--- src/rtl/node_stream_tx.sv ---
// -----------------------------------------------------------------------------
// node_stream_tx
//
// Streams one core's node positions to the display/host path.
//
// A frame_start pulse in IDLE captures the packed X/Y coordinate buses into
// snapshot registers. The block then sends one node per beat over a
// valid/ready interface. The physics core can keep updating its outputs while
// a slow consumer drains the frame. Requests that arrive while a frame is
// still being sent are dropped. Each dropped request is counted in a
// saturating counter.
//
// Ports
//   clk            clock
//   reset          synchronous, active-low reset
//   nodes_x        packed X coordinates, node i at [(i+1)*COORD_W-1 : i*COORD_W]
//   nodes_y        packed Y coordinates, same layout as nodes_x
//   frame_start    single-cycle request to snapshot and send one frame
//   out_valid      beat valid
//   out_ready      consumer ready; a beat transfers when out_valid && out_ready
//   out_x, out_y   coordinates of the node on the current beat
//   out_index      node index of the current beat
//   out_last       marks the beat of node NODE_COUNT-1
//   out_core_id    constant CORE_ID tag
//   busy           high while a frame is being sent
//   frame_done     one-cycle pulse after the final handshake
//   overrun_count  saturating count of dropped frame_start pulses
//
// States
//   state | meaning
//   IDLE  | no frame in flight; frame_start snapshots the inputs and starts a frame
//   SEND  | presenting snapshot node out_index; advances on each handshake
// -----------------------------------------------------------------------------
module node_stream_tx #(
   parameter int NODE_COUNT = 5,
   parameter int COORD_W    = 10,
   parameter int CORE_ID    = 1
) (
   input  logic                          clk,
   input  logic                          reset,
   input  logic [NODE_COUNT*COORD_W-1:0] nodes_x,
   input  logic [NODE_COUNT*COORD_W-1:0] nodes_y,
   input  logic                          frame_start,
   output logic                          out_valid,
   input  logic                          out_ready,
   output logic [COORD_W-1:0]            out_x,
   output logic [COORD_W-1:0]            out_y,
   output logic [7:0]                    out_index,
   output logic                          out_last,
   output logic [7:0]                    out_core_id,
   output logic                          busy,
   output logic                          frame_done,
   output logic [7:0]                    overrun_count
);

   typedef enum logic {
      IDLE = 1'b0,
      SEND = 1'b1
   } state_t;

   localparam logic [7:0] LAST_IDX = 8'(NODE_COUNT - 1);

   state_t                          state_q, state_d;
   logic [7:0]                      idx_q, idx_d;
   logic                            done_q, done_d;
   logic [7:0]                      ovr_q, ovr_d;
   logic                            capture;
   logic [NODE_COUNT*COORD_W-1:0]   snap_x_q;
   logic [NODE_COUNT*COORD_W-1:0]   snap_y_q;
   logic [COORD_W-1:0]              sel_x, sel_y;
   logic                            is_last;

   always_ff @(posedge clk) begin
      if (!reset) begin
         state_q <= IDLE;
         idx_q   <= 8'd0;
         done_q  <= 1'b0;
         ovr_q   <= 8'd0;
      end else begin
         state_q <= state_d;
         idx_q   <= idx_d;
         done_q  <= done_d;
         ovr_q   <= ovr_d;
      end
   end

   // Snapshot contents are only meaningful in SEND, so they carry no reset.
   always_ff @(posedge clk) begin
      if (capture) begin
         snap_x_q <= nodes_x;
         snap_y_q <= nodes_y;
      end
   end

   assign is_last = (idx_q == LAST_IDX);

   always_comb begin
      state_d = state_q;
      idx_d   = idx_q;
      done_d  = 1'b0;
      ovr_d   = ovr_q;
      capture = 1'b0;
      unique case (state_q)
         IDLE: begin
            if (frame_start) begin
               capture = 1'b1;
               state_d = SEND;
               idx_d   = 8'd0;
            end
         end
         SEND: begin
            // Requests during SEND are never queued, including the cycle of
            // the final handshake.
            if (frame_start && (ovr_q != 8'hFF)) begin
               ovr_d = ovr_q + 8'd1;
            end
            if (out_ready) begin
               if (is_last) begin
                  state_d = IDLE;
                  idx_d   = 8'd0;
                  done_d  = 1'b1;
               end else begin
                  idx_d = idx_q + 8'd1;
               end
            end
         end
         default: begin
            state_d = IDLE;
            idx_d   = 8'd0;
         end
      endcase
   end

   // The snapshot field is picked by out_index. A compare-per-node mux keeps the
   // select in range for any legal NODE_COUNT.
   always_comb begin
      sel_x = '0;
      sel_y = '0;
      for (int i = 0; i < NODE_COUNT; i++) begin
         if (idx_q == 8'(i)) begin
            sel_x = snap_x_q[i*COORD_W +: COORD_W];
            sel_y = snap_y_q[i*COORD_W +: COORD_W];
         end
      end
   end

   // In IDLE the data outputs are forced to zero. The snapshot may hold stale
   // or uninitialised data at that time.
   assign out_valid     = (state_q == SEND);
   assign busy          = (state_q == SEND);
   assign out_x         = (state_q == SEND) ? sel_x : '0;
   assign out_y         = (state_q == SEND) ? sel_y : '0;
   assign out_index     = idx_q;
   assign out_last      = (state_q == SEND) && is_last;
   assign out_core_id   = 8'(CORE_ID);
   assign frame_done    = done_q;
   assign overrun_count = ovr_q;

endmodule

--- config.mk ---
export PLATFORM = sky130hd
export DESIGN_NAME = node_stream_tx
export DESIGN_NICKNAME = d
export VERILOG_FILES = /design/src/rtl/node_stream_tx.sv
export SDC_FILE = /design/constraint.sdc
export NUM_CORES = 1
export LEC_CHECK = 0
export ABC_AREA = 1
export BUFFER_PORTS_ARGS = -buffer_cell sky130_fd_sc_hd__buf_4
export CAP_MARGIN = 20
export CORE_MARGIN = 5
export CORE_UTILIZATION = 51
export CTS_CLUSTER_DIAMETER = 200
export CTS_CLUSTER_SIZE = 40
export DETAILED_ROUTE_END_ITERATION = 8
export GPL_TIMING_DRIVEN = 0
export PLACE_DENSITY = 0.84
export SETUP_SLACK_MARGIN = 0.3
export SLEW_MARGIN = 20
export SYNTH_ARGS = -nofsm -noshare
export SYNTH_HDL_FRONTEND = slang
export SYNTH_SLANG_ARGS = --single-unit
export TNS_END_PERCENT = 1
--- constraint.sdc ---
create_clock -name clk -period 7.7 [get_ports clk]
set_input_delay 0.77 -clock clk [delete_from_list [all_inputs] [get_ports clk]]
set_output_delay 0.77 -clock clk [all_outputs]
set_load 0.01 [all_outputs]
==> parameters.txt <==
Parameter                              Value

Run
  Reported max-cap violation count    0

Layout
  Highest-count cells in the layout ignoring fill and taps    158 x buf_4, 100 x edfxtp_1, 74 x a21oi_1
  Net count, final    746
  Total inserted antenna cells    0
  Area delta synth->final    39.0%
  Post-layout utilization of the core    0.725
  Most frequent standard cell in the layout excluding fill and tap cells    buf_4
  Fraction of layout instances using a drive strength above 1    0.340

Floorplanning
  I/O pin count    ~150
  Starting density of the core    0.522
  Placement row count    36
  Core region area    just under 10,000 sq um
  Vertical die dimension    roughly 110 um
  Die area    12,100 sq um
  Width of the die    110 um

Placed design
  Final weighted congestion in routability-driven placement    0.893
  Place WS    approximately 5200 ps
  Dpl hpwl    9.52 mm
  Buffers added on ports    143

Setup path
  Element type at the critical path start    register
  Type of the worst setup path    reg2out
  Beginning of the worst register-to-register path    busy$_SDFF_PN0_
  Delay of the slowest cell on the worst path    430 ps
  Cell at the slowest stage of the critical path    dfxtp_1
  Terminus of the critical flop-to-flop path    out_index[6]$_SDFFE_PN0P_
  Reg-to-reg setup timing slack    6050 ps
  Largest fanout on the critical path    10
  Data arrival time at the worst-slack endpoint    2340 ps
  Logic depth of the worst register-to-register path    5
  Worst-path cell chain    inv_1 > ha_1 > nor2_1 > buf_2 > nand3_1 > nand3_1 > nand2_1 > a21oi_1 > buf_4
  Critical Path End Type    primary output
  Req. time, crit path    between 6000 and 7000 ps
  Cell mode on critical path    nand3_1
  Gate family responsible for the most delay along the worst path    buffers and inverters
  Sum of buffers and inverters on the critical path    3

Yosys
  Mapped Cells    465
  Yosys Warn Count    0
  Total of flip-flops plus latches after synthesis    118
  Part of the Yosys area used for sequential elements    0.660
  Count of cell types in the netlist    27
  Netlist area before placement    5100 sq um
  Avg Synthesized Cell Area    11.0 sq um

Clocking
  Maximum number of buffers from clock root to sink    2
  Clock-pin transition on the worst setup and hold timing paths    roughly 60 ps
  Number of buffers inserted by hold repair at cts    0
  TritonCTS clock tree    yes
  Clock sinks    118
  Total clock buffers created by CTS    17
  Number of post-CTS setup repair buffers    0
  H-tree depth    4
  Clock tree root driver cell    clkbuf_8
  Number of gates given a new drive strength after cts    0
  Worst-Skew Late Latency    510 ps

STA
  Endpoints failing hold    0
  Max Clock Freq    approximately 0.32 GHz
  RSZ-0062 raised after global routing    false
  Setup Skew    3.61 ps
  Slack of the critical path    4590 ps
  Slew of the pin with the lowest slew margin    529 ps
  Final setup violation count    0
  Period minus WS final    3110 ps
  Remaining max-slew budget at the tightest pin    0.646
  Total count of max-transition violations in the final report    0
  Total negative slack for setup checks    0 ps
  Final cycle utilization of the critical path    0.404

Drt
  Routed wirelength normalized by instance count    16.8 um
  Count of antenna-violating nets left after detailed routing    0
  Via density    5.29
  Detailed-route DRC error count    0
  DR vias    4,141
  Final routed wirelength across all metal layers    13.1 mm
  Total iterations of the first detailed-routing run    5
  Detailed Route Iter0 Violations    369

Power and ir drop
  Leakage    just under 3 nW
  Areal power density over the cells    243 nW/um^2
  Maximum vdd drop    160 uV
  Post-route total power    roughly 1.7 mW

Outcome
  Outcome    completed

Global routing
  Via count of the first global-routing pass    between 4,000 and 5,000
  Total global routing overflow    0
  Largest net degree at the start of global routing    28
  Number of antenna violations at the first check in global routing    0
  GR Util All Layers    0.228
  First-pass GRT wire length    between 20 and 25 mm

Worst hold path
  Hold Path End    snap_y_q[6]$_DFFE_PP_
  Min-Delay Startpoint    nodes_y[6]
  Hold WC Path Type    in2reg
  Hold Path Depth    1
cell usage after synthesis:
cell / n / area [sq um]
nor2_2: 5 / 31.3
xor2_1: 4 / 35.0
o21bai_1: 1 / 7.51
ha_1: 5 / 62.6
buf_2: 12 / 60.1
nor2_4: 1 / 11.3
nor2_1: 14 / 52.6
buf_6: 2 / 22.5
inv_1: 37 / 139
edfxtp_1: 100 / 3000
nor3_2: 1 / 10.0
dfxtp_1: 18 / 360
a21oi_1: 74 / 370
nor3_4: 1 / 16.3
conb_1: 2 / 7.51
nor3_1: 3 / 15.0
nand2_2: 2 / 12.5
o21ai_1: 19 / 95.1
buf_4: 15 / 113
clkbuf_1: 3 / 11.3
o21ai_0: 7 / 35.0
nand2_1: 63 / 236
nand3_2: 1 / 10.0
inv_2: 5 / 18.8
a221oi_1: 1 / 8.76
nand3_1: 67 / 335
xnor2_1: 2 / 17.5
sequential cells by signal (all words and copies together) (netlist names):
register	flops
busy	1
frame_done	1
out_index	8
overrun_count	8
snap_x_q	50
snap_y_q	50
through the flow:
stage                     std cells  area, sq um  hold WS [ps]
after floorplan                 471         5120           517
after CTS                       783         7090           412
after global placement          747         6360           495
after detailed placement        751         6460           513
after global routing            783         7090           407
final                           783         7090           430
power breakdown:
part           internal, mW  leakage, nW  switching (mW)
Combinational        0.0753         1.59          0.0784
Sequential            0.731         1.10          0.0111
Clock                 0.553        0.294           0.276
cells by family (layout without fill, tap and decap cells):
group,Yosys count,in the layout,share of synthesized area
simple gates,158,158,0.143
xor+xnor,6,6,0.0103
buf+inv,74,253,0.0714
other cells,2,8,0.00147
compound gates,102,102,0.101
flops,118,118,0.660
fa+ha+maj,5,5,0.0123
worst max-delay path by stage:
stage / start / to / slack, ps / cells past startpoint
6_report: out_index[1]$_SDFFE_PN0P_ / out_x[9] / 4590 / 9
5_1_grt: out_index[1]$_SDFFE_PN0P_ / out_x[2] / 4390 / 9
4_1_cts: out_index[1]$_SDFFE_PN0P_ / out_y[4] / 4600 / 9
3_5_place_dp: out_index[1]$_SDFFE_PN0P_ / out_y[4] / 5160 / 9
3_3_place_gp: frame_start / out_index[0]$_SDFFE_PN0P_ / -660 / 6
2_1_floorplan: frame_start / out_index[0]$_SDFFE_PN0P_ / 1350 / 5
per-layer routing:
metal	part of all wire	wire [um]	GRT usage
met1	0.38	4950	0.274
met2	0.51	6730	0.383
met3	0.084	1110	0.0582
met4	0.025	334	0.106
met5	0	0	0
cell type report:
cell class                 instances  area, sq um
inverter                          42          158
sequential                       118         3360
multi-input combinational        279         1400
buffer                            32          206
timing repair buffer             147         1170
fill                             650         2690
tap                              133          166
clock buffer                      17          414
clock inverter                    15          210
Note: power is estimated with default switching activity, not from simulation.
